<file path="src/rtl/cache_fill_arbiter.sv">
// Shares one multi-cycle memory between I-cache fills, D-cache fills and D-side
// write-through stores; a fill streams one 8-word block with pipelined reads.
module cache_fill_arbiter #(
    parameter int ADDR_W  = 16,
    parameter int DATA_W  = 16,
    parameter int WORDS   = 8,
    parameter int MEM_LAT = 4
) (
    input  logic              clk,
    input  logic              rst,
    input  logic              i_miss,
    input  logic [ADDR_W-1:0] i_miss_addr,
    input  logic              d_miss,
    input  logic [ADDR_W-1:0] d_miss_addr,
    input  logic              d_wr,
    input  logic [ADDR_W-1:0] d_wr_addr,
    input  logic [DATA_W-1:0] d_wr_data,
    output logic              mem_enable,
    output logic              mem_wr,
    output logic [ADDR_W-1:0] mem_addr,
    output logic [DATA_W-1:0] mem_data_in,
    input  logic [DATA_W-1:0] mem_data_out,
    input  logic              mem_data_valid,
    output logic [DATA_W-1:0] fill_data,
    output logic [2:0]        fill_word,
    output logic              i_fill_we,
    output logic              d_fill_we,
    output logic              i_fill_done,
    output logic              d_fill_done,
    output logic              d_wr_done,
    output logic              busy
);
    localparam logic [1:0] IDLE   = 2'd0;
    localparam logic [1:0] WRITE  = 2'd1;
    localparam logic [1:0] FILL_I = 2'd2;
    localparam logic [1:0] FILL_D = 2'd3;
    localparam logic [2:0] LAST   = 3'(WORDS - 1);

    logic [1:0]        state;
    logic [ADDR_W-5:0] base;
    logic [2:0]        iss;
    logic [2:0]        rcv;
    logic              iss_active;

    logic       filling;
    logic       rx;
    logic       iss_go;
    logic [3:0] issued_n;
    logic [3:0] inflight;
    logic       unused_ok;

    assign unused_ok = ^{i_miss_addr[3:0], d_miss_addr[3:0]};

    assign filling  = (state == FILL_I) || (state == FILL_D);
    assign rx       = filling && mem_data_valid;
    assign issued_n = iss_active ? {1'b0, iss} : 4'(WORDS);
    assign inflight = issued_n - {1'b0, rcv};
    // A word returning this cycle frees its slot, so a memory honouring
    // MEM_LAT never stalls issue; a slower one is throttled to MEM_LAT reads.
    assign iss_go   = filling && iss_active &&
                      (inflight < 4'(MEM_LAT) + {3'b0, mem_data_valid});

    always_ff @(posedge clk) begin
        if (rst) begin
            state      <= IDLE;
            base       <= '0;
            iss        <= '0;
            rcv        <= '0;
            iss_active <= 1'b0;
        end else begin
            case (state)
                IDLE: begin
                    if (d_wr) begin
                        state <= WRITE;
                    end else if (d_miss) begin
                        state      <= FILL_D;
                        base       <= d_miss_addr[ADDR_W-1:4];
                        iss_active <= 1'b1;
                    end else if (i_miss) begin
                        state      <= FILL_I;
                        base       <= i_miss_addr[ADDR_W-1:4];
                        iss_active <= 1'b1;
                    end
                end
                WRITE: state <= IDLE;
                default: begin
                    if (iss_go) begin
                        iss <= iss + 3'd1;
                        if (iss == LAST) iss_active <= 1'b0;
                    end
                    if (mem_data_valid) begin
                        rcv <= rcv + 3'd1;
                        if (rcv == LAST) begin
                            state      <= IDLE;
                            iss        <= '0;
                            rcv        <= '0;
                            iss_active <= 1'b0;
                        end
                    end
                end
            endcase
        end
    end

    always_comb begin
        mem_enable  = 1'b0;
        mem_wr      = 1'b0;
        mem_addr    = '0;
        mem_data_in = '0;
        fill_data   = '0;
        fill_word   = '0;
        i_fill_we   = 1'b0;
        d_fill_we   = 1'b0;
        i_fill_done = 1'b0;
        d_fill_done = 1'b0;
        d_wr_done   = 1'b0;
        busy        = (state != IDLE);
        if (state == WRITE) begin
            mem_enable  = 1'b1;
            mem_wr      = 1'b1;
            mem_addr    = d_wr_addr;
            mem_data_in = d_wr_data;
            d_wr_done   = 1'b1;
        end else if (iss_go) begin
            mem_enable = 1'b1;
            mem_addr   = {base, iss, 1'b0};
        end
        if (rx) begin
            fill_data   = mem_data_out;
            fill_word   = rcv;
            i_fill_we   = (state == FILL_I);
            d_fill_we   = (state == FILL_D);
            i_fill_done = (state == FILL_I) && (rcv == LAST);
            d_fill_done = (state == FILL_D) && (rcv == LAST);
        end
    end
endmodule

</file>
<file path="config.mk">
export PLATFORM = sky130hd
export DESIGN_NAME = cache_fill_arbiter
export DESIGN_NICKNAME = d
export VERILOG_FILES = /design/src/rtl/cache_fill_arbiter.sv
export SDC_FILE = /design/constraint.sdc
export NUM_CORES = 1
export LEC_CHECK = 0
export ABC_AREA = 1
export CAP_MARGIN = 40
export CORE_ASPECT_RATIO = 0.75
export CORE_MARGIN = 2
export CORE_UTILIZATION = 34
export CTS_BUF_LIST = sky130_fd_sc_hd__clkbuf_2 sky130_fd_sc_hd__clkbuf_4 sky130_fd_sc_hd__clkbuf_8
export DETAILED_ROUTE_END_ITERATION = 12
export GPL_TIMING_DRIVEN = 0
export HOLD_SLACK_MARGIN = 0.1
export MAX_ROUTING_LAYER = met4
export PLACE_DENSITY = 0.83
export SYNTH_ARGS = -nofsm -noshare
export SYNTH_HDL_FRONTEND = slang
export SYNTH_SLANG_ARGS = --single-unit
</file>
<file path="constraint.sdc">
create_clock -name clk -period 2.99 [get_ports clk]
set_input_delay 0.4485 -clock clk [delete_from_list [all_inputs] [get_ports clk]]
set_output_delay 0.4485 -clock clk [all_outputs]
set_load 0.005 [all_outputs]
</file>
==> results summary, run 1 <==
After detailed routing, the number of vias per cell comes to ~4.4. The max-slew violation count came to 0. The number of inserted diodes came out at 0. The initial core utilization is 0.361. The finished layout cell area came out at roughly 0.0034 sq mm. The worst hold path begins at base[2].

The share of the yosys chip area belonging to registers came out at 0.234. The remaining design rule violation count came out at 0. The first-pass iteration count of the detailed router came out at 5. The number of global-route vias before repair was just over 2,000. The worst hold path passes through 2 cells. The number of port buffers is 135. The placed wire-length estimate is 4590 um. After clock tree synthesis, the flow added hold-fix buffers numbering 0.

The maximum operating frequency is 351 MHz. The maximum fanout encountered on the critical timing path came out at 6. In the final routed layout, each cell accounts on average for 11.3 um.

The area added between synthesis and finish came out at 87.0%. The root buffer cell is sky130_fd_sc_hd__clkbuf_8. In this run the tightest slew margin relative to its limit is 0.650. The path with the worst hold slack has its endpoint at base[2]. No sink is reached through more buffers than the 2 on the longest clock path.

The mean instance size in the synthesized netlist is 6.44 sq um. The global-route congestion overflow total came out at 0. Leaving out fill and tap cells, the most frequent cell in the layout is sky130_fd_sc_hd__clkdlybuf4s50_1. At the pin with the least slew margin, the transition time is between 0.5 and 0.6 ns. The total power divided by cell area is 274 mW/mm^2. The net count after synthesis came out at about 370. The destination of the worst register-to-register timing path is iss[0]. The ratio of final minimum period to clock period came out at 0.952. The share of cells above drive strength 1 came out at 0.144. The required time at the endpoint of the critical path is 2.54 ns. The clock-pin slew on the worst setup and hold paths came out at 0.08 ns. The clock arrives with 0.00219 ns of skew.

The sort of element at the start of the critical path is a flop. The number of DRC violations after detailed-routing iteration 0 is 84. The number of max-capacitance violations reported came out at 0. Clock tree synthesis inserted a total of 3 buffers. The leakage power came out at 1.71 nW.

The die boundary height is 67.0 um. After technology mapping, the gate count stands at approximately 280. At the later pin of the worst-skew pair, clock insertion delay measures roughly 0.26 ns.

After synthesis, the netlist uses 31 different library cells. At the worst endpoint, the arrival time is approximately 2.4 ns. Summed over all layers, the routed wires come to 5600 um. The run finished with clean final reports. In this run the critical register-to-register path is launched from rcv[0]. The final route contains 2,199 vias. The final estimated routing congestion in global placement is 0.802. The synthesized design contains 21 register bits.

The chip width came out at ~88 um. Setup violations remaining at the end of the flow were counted as 0. The initial antenna violation count came to 0.

Counting cells, the worst reg-to-reg path comes to 13. The floorplan has 22 rows. The area of the mapped netlist came out at between 0.0015 and 0.002 sq mm.

The wire length of the first global-routing pass is 8690 um. The sum of negative setup slack came out at 0 ns. The cell area after placement is 0.00324 sq mm. The min-delay analysis places its worst path in the category flop to flop. The global-route usage over all layers is 0.191. TritonCTS built the clock tree. The number of endpoints with negative hold slack in the final report came to 0. The I/O pin count came out at ~150. The worst supply voltage drop on vdd came out at 0.000198 V.

Setup repair after global routing left no endpoint under its margin. The final net count came out at around 520. The minimum setup slack among reg-to-reg paths is 0.89 ns. The worst setup path is captured at an output pin. The largest net degree at the start of global routing is 13.

Yosys printed 0 warnings. The total number of clock tree sinks came out at 21. The category of the most critical setup path is flop to output pin. The top cell types in the final layout, fill and taps aside, are sky130_fd_sc_hd__clkdlybuf4s50_1, sky130_fd_sc_hd__nand2_1, sky130_fd_sc_hd__inv_1. The clock period minus worst slack is between 2 and 3 ns. The count of nets left with antenna violations once routing finished came out at 0. The die covers 0.00589 sq mm. The area of the placeable core is 0.00498 sq mm.

The CTS H-tree depth came out at 1.
-- per-stage QoR --
step,instances,worst slack (ns),utilization,power [mW],hold WS (ns)
after floorplan,279,0.706,-,0.509,0.444
after global placement,486,0.0402,0.650,0.729,0.451
after detailed placement,486,-0.0128,0.650,0.738,0.455
after CTS,497,0.00157,0.670,0.929,0.467
after global routing,497,0.0185,0.675,0.980,0.490
final,497,0.143,0.675,0.922,0.466
-- flip-flops by register name, indices dropped and copies added (netlist names) --
signal	cells
base	12
iss	3
iss_active	1
rcv	3
state	2
-- metal layers --
metal	wire length (um)	share of wire	GRT usage
met5	0	0	-
met2	2660	0.48	0.345
met3	538	0.096	0.0359
met1	2370	0.42	0.225
met4	34	0.0061	0.0346
-- repair_timing --
action                     in CTS  in global routing
gates resized for setup         8                 10
pin swaps                       1                  0
setup endpoints to repair      10                 10
hold endpoints to repair        0                  0
gates cloned                    0                  0
buffers inserted                7                  0
-- power by group --
part	total, mW	internal [mW]	switching, mW
sequential	0.313	0.300	0.0135
clock	0.188	0.0928	0.0950
combinational	0.421	0.247	0.174
total	0.922	0.639	0.283
-- Yosys cell counts --
cell	n	area, sq um
sky130_fd_sc_hd__nor3_2	1	10.0
sky130_fd_sc_hd__nand3_1	14	70.1
sky130_fd_sc_hd__inv_1	48	180
sky130_fd_sc_hd__fa_1	1	20.0
sky130_fd_sc_hd__mux2_2	12	135
sky130_fd_sc_hd__nor2_8	1	20.0
sky130_fd_sc_hd__nor2_2	9	56.3
sky130_fd_sc_hd__o21ai_1	2	10.0
sky130_fd_sc_hd__a211oi_1	2	15.0
sky130_fd_sc_hd__a21oi_1	18	90.1
sky130_fd_sc_hd__buf_2	2	10.0
sky130_fd_sc_hd__inv_4	2	12.5
sky130_fd_sc_hd__nand4_1	1	6.26
sky130_fd_sc_hd__clkinv_1	1	3.75
sky130_fd_sc_hd__nand2_1	69	259
sky130_fd_sc_hd__nor4_2	1	12.5
sky130_fd_sc_hd__buf_4	5	37.5
sky130_fd_sc_hd__buf_6	5	56.3
sky130_fd_sc_hd__nor3_1	3	15.0
sky130_fd_sc_hd__nor2_1	36	135
sky130_fd_sc_hd__nor2_4	3	33.8
sky130_fd_sc_hd__o21ai_0	4	20.0
sky130_fd_sc_hd__inv_2	3	11.3
sky130_fd_sc_hd__nand2_4	1	11.3
sky130_fd_sc_hd__nand3_4	1	17.5
sky130_fd_sc_hd__dfxtp_1	21	420
sky130_fd_sc_hd__a31oi_1	1	6.26
sky130_fd_sc_hd__nand3b_1	1	7.51
sky130_fd_sc_hd__ha_1	8	100
sky130_fd_sc_hd__nand2_2	1	6.26
sky130_fd_sc_hd__clkbuf_1	2	7.51
-- worst max-delay path: stages, from the launching register on --
cell and delay (ns):
sky130_fd_sc_hd__dfxtp_2 0.36, sky130_fd_sc_hd__nand2_1 0.07, sky130_fd_sc_hd__ha_1 0.17, sky130_fd_sc_hd__inv_1 0.08, sky130_fd_sc_hd__fa_1 0.40, sky130_fd_sc_hd__nand3b_1 0.18
sky130_fd_sc_hd__nand2_2 0.10, sky130_fd_sc_hd__nand3_4 0.08, sky130_fd_sc_hd__buf_4 0.17, sky130_fd_sc_hd__nand2_1 0.06, sky130_fd_sc_hd__clkdlybuf4s50_1 0.49
-- area by class of cell --
cell class,count,area [sq um]
clock inverter,1,5.00
clock buffer,3,41.3
inverter,54,208
sequential,21,423
fill,420,1620
multi-input combinational,190,1060
timing repair buffer,142,1420
tap,72,90.1
buffer,14,111
-- worst max-delay path by stage --
stage                          start      endpoint
after floorplan           iss_active   mem_addr[1]
after global placement    iss_active   mem_addr[1]
after detailed placement  iss_active   mem_addr[1]
after CTS                 iss_active  mem_addr[14]
after global routing      iss_active    mem_enable
final                     iss_active    mem_enable
-- cells by family after synthesis --
group	share of synthesized area
adder cells (fa/ha/maj)	0.0669
AND/OR/NAND/NOR	0.368
buffers and inverters	0.178
multiplexers	0.0752
flip-flops	0.234
AO/OA/AOI/OAI	0.0787
(Power assumes the default switching activity.)
==> run 2: changes to the inputs <==
--- a/config.mk
+++ b/config.mk
@@ -8,5 +8,5 @@
 export ABC_AREA = 1
 export CAP_MARGIN = 40
-export CORE_ASPECT_RATIO = 0.75
+export CORE_ASPECT_RATIO = 1.25
 export CORE_MARGIN = 2
 export CORE_UTILIZATION = 34
==> constraint.sdc (replaced) <==
create_clock -name clk -period 2.99 [get_ports clk]
set_input_delay 0.598 -clock clk [delete_from_list [all_inputs] [get_ports clk]]
set_output_delay 0.598 -clock clk [all_outputs]
set_load 0.005 [all_outputs]
==> results summary, run 2 (synthesis gave the netlist of run 1 again) <==
The share of power burned in combinational logic is 0.454 (was 0.456). The largest net degree at the start of global routing came out at 13 (unchanged). The total number of clock tree sinks is 21 (unchanged). The chip width came out at 69.0 um (was 87.9 um).

The total power consumption of the routed design came to 0.915 mW (was 0.922 mW). The maximum fanout encountered on the critical timing path is 10 (was 6). Top flop regs: base x12, iss x3, rcv x3 (unchanged). The highest cell delay on the worst timing path is 0.57 ns (was 0.49 ns).

The wire length of the first global-routing pass is 9610 um (was 8690 um). The average detailed-routed wire length per instance came out at 11.9 um (was 11.3 um). The I/O pin count came out at 145 (unchanged). The final setup slack of the worst path came out at 0.116 ns (was 0.143 ns). The worst-case clock buffer depth came out at 2 (unchanged).

The number of DRC violations after detailed-routing iteration 0 came to 84 (unchanged). The kind of cell adding the most delay to the critical path was buffers and inverters (unchanged). The flip-flop count of the largest register after layout is 12 (unchanged). Commonest non-fill, non-tap cells in the layout: sky130_fd_sc_hd__clkdlybuf4s50_1, sky130_fd_sc_hd__nand2_1, sky130_fd_sc_hd__inv_1 (unchanged). The number of placement rows is 29 (was 22). The total via count after detailed routing was 2,175 (was 2,199). The maximum operating frequency was 348 MHz (was 351 MHz). The first-pass iteration count of the detailed router came out at 4 (was 5). The net switching share of the total power is 0.307 (about the same). The type of destination of the critical path is an output pin (unchanged).

The number of endpoints failing setup at the final stage is 0 (unchanged). The area occupied by registers came out at 424 sq um (was 423 sq um). The finished layout cell area was 0.00330 sq mm (was 0.00336 sq mm). The number of global-route vias before repair came out at 2,155 (was 2,053). The non-filler instance count after layout is 486 (was 497). The internal portion of total power came to 0.634 mW (was 0.639 mW). The pre-CTS setup slack came out at -0.163 ns (was -0.0128 ns). The category of the most critical setup path is primary input to output pin (was flop to output pin). The total power divided by cell area came to 278 mW/mm^2 (was 274 mW/mm^2). The number of vias per cell after detailed routing came out at 4.48 (was 4.42). The area added between synthesis and finish came out at 83.4% (was 87.0%). The placed wire-length estimate came out at 4760 um (was 4590 um).

The die area was 0.00589 sq mm (about the same). The source-to-sink clock delay at the later pin of the worst-skew pair is 0.26 ns (about the same). The share of total power in sequential cells is 0.343 (was 0.340). The number of max-capacitance violations reported came out at 0 (unchanged).

The die boundary height is 85.3 um (was 67.0 um). The net switching power is 0.281 mW (was 0.283 mW). The total area of multi-input combinational cells is 0.00106 sq mm (about the same). The most flop-heavy register is base (unchanged). The final estimated routing congestion in global placement is 0.850 (was 0.802).

The cell count after placement came out at 476 (was 486). The remaining design rule violation count came out at 0 (unchanged). The final net count is 520 (was 521). The number of inserted diodes is 0 (unchanged). The share of cells above drive strength 1 came to 0.167 (was 0.144). The measured slew at the worst slew-check pin came out at 0.485 ns (was 0.525 ns). The leakage power is 1.55 nW (was 1.71 nW). The ratio of final minimum period to clock period is 0.961 (was 0.952). Run status: completed (unchanged). The global-route congestion overflow total came out at 0 (unchanged). The fill cell instance count of the final layout is 457 (was 420). The number of endpoints with negative hold slack in the final report is 0 (unchanged). The global-route usage over all layers was 0.201 (was 0.191). The sort of element at the start of the critical path is a primary input (was flop). The initial antenna violation count came to 0 (unchanged). The minimum hold slack is 0.468 ns (was 0.466 ns). The number of clock buffers inserted by TritonCTS came out at 3 (unchanged).

The final worst clock skew was 0.00141 ns (was 0.00219 ns). The TritonCTS clock tree is yes (unchanged). The critical path's most frequent cell was sky130_fd_sc_hd__clkdlybuf4s50_1 (was sky130_fd_sc_hd__nand2_1).

The slowest cell on the critical path was sky130_fd_sc_hd__clkdlybuf4s50_1 (unchanged). The power share of the clock group came out at 0.203 (was 0.204). The max-slew violation count came to 0 (unchanged). List of cells traversed by the critical path: clkdlybuf4s50_1 > nand2_1 > buf_2 > nor2_1 > clkdlybuf4s50_1 (was nand2_1 > ha_1 > inv_1 > fa_1 > nand3b_1 > nand2_2 > nand3_4 > buf_4 > nand2_1 > clkdlybuf4s50_1). The buffering stage count on the worst path with inverters included is 3 (unchanged). The worst hold path class is flop to flop (unchanged). The required time at the endpoint of the critical path is 2.39 ns (was 2.54 ns). The remaining antenna violation count is 0 (unchanged). The area of the placeable core is 0.00508 sq mm (was 0.00498 sq mm).

The total routed wirelength was 5800 um (was 5600 um). The leading cell type in the layout, fill and taps excluded is sky130_fd_sc_hd__clkdlybuf4s50_1 (unchanged). RSZ-0062 raised after global routing: true (was false). The clock-pin slew on the worst setup and hold paths was 0.07 ns (was 0.08 ns).

The cell area after placement came out at 0.00323 sq mm (was 0.00324 sq mm). The root buffer cell is sky130_fd_sc_hd__clkbuf_8 (unchanged). The initial core utilization came out at 0.354 (was 0.361). The worst supply voltage drop on vdd came to 0.000291 V (was 0.000198 V). The data arrival time at the worst-slack endpoint came out at 2.28 ns (was 2.40 ns). The CTS H-tree depth came out at 1 (unchanged). The clock period minus worst slack came out at 2.87 ns (was 2.85 ns). The number of port buffers came to 135 (unchanged). The worst max-slew margin expressed relative to the limit is 0.677 (was 0.650).
run 2: cell count changes in the layout (fill, tap and decap cells not counted), moves of 2 or more:
| cell | delta |
|---|---|
| sky130_fd_sc_hd__dlymetal6s2s_1 | -10 |
| sky130_fd_sc_hd__clkbuf_2 | +7 |
| sky130_fd_sc_hd__buf_4 | -2 |
| sky130_fd_sc_hd__dlygate4sd2_1 | +3 |
run 2: power by group through the flow:
| stage | registers (mW) | clock network, mW | logic (mW) |
|---|---|---|---|
| 6_report | 0.314 | 0.185 | 0.415 |
| 5_1_grt | 0.317 | 0.203 | 0.460 |
| 4_1_cts | 0.313 | 0.192 | 0.418 |
| 3_5_place_dp | 0.321 | 0 | 0.418 |
| 3_3_place_gp | 0.319 | 0 | 0.410 |
| 2_1_floorplan | 0.317 | 0 | 0.192 |
run 2: path summary, 6_finish.rpt:
check / start / endpoint / slack [ns] / cells after the start
worst min register to register: base[11] / base[11] / 0.47 / 2
worst min-delay path: base[11] / base[11] / 0.47 / 2
worst max register to register: iss[0] / iss[0] / 0.85 / 12
worst max-delay path: mem_data_valid / fill_data[8] / 0.12 / 5
run 2: worst min-delay path: stages, from the launching register on:
cell	delay, ns
sky130_fd_sc_hd__dfxtp_1	0.31
sky130_fd_sc_hd__nand2_1	0.06
sky130_fd_sc_hd__a21oi_1	0.05
run 2: layout make-up:
type / count / share of cell area
buffer: 14 / 0.0338
clock buffer: 3 / 0.0125
clock inverter: 1 / 0.00152
inverter: 54 / 0.0630
multi-input combinational: 190 / 0.323
sequential: 21 / 0.129
tap: 62 / 0.0235
timing repair buffer: 141 / 0.414
run 2: through the flow:
| stage | util | setup TNS, ns |
|---|---|---|
| floorplan | - | 0 |
| global placement | 0.635 | -0.107 |
| detailed placement | 0.635 | -0.219 |
| CTS | 0.648 | 0 |
| global route | 0.649 | -0.0397 |
| finish | 0.649 | 0 |
run 2: metal layers:
layer,wire (um),track usage,vias to the layer above
li1,-,-,1137
met1,2120,0.205,951
met2,3230,0.383,74
met3,323,0.0380,13
met4,125,0.0660,0
met5,0,-,-
run 2: timing repair:
item | 4_1_cts | 5_1_grt
setup endpoints to repair | 16 | 10
hold buffers | 0 | 0
buffers inserted | 5 | 1
resized for setup | 20 | 18
pin swaps | 1 | 1
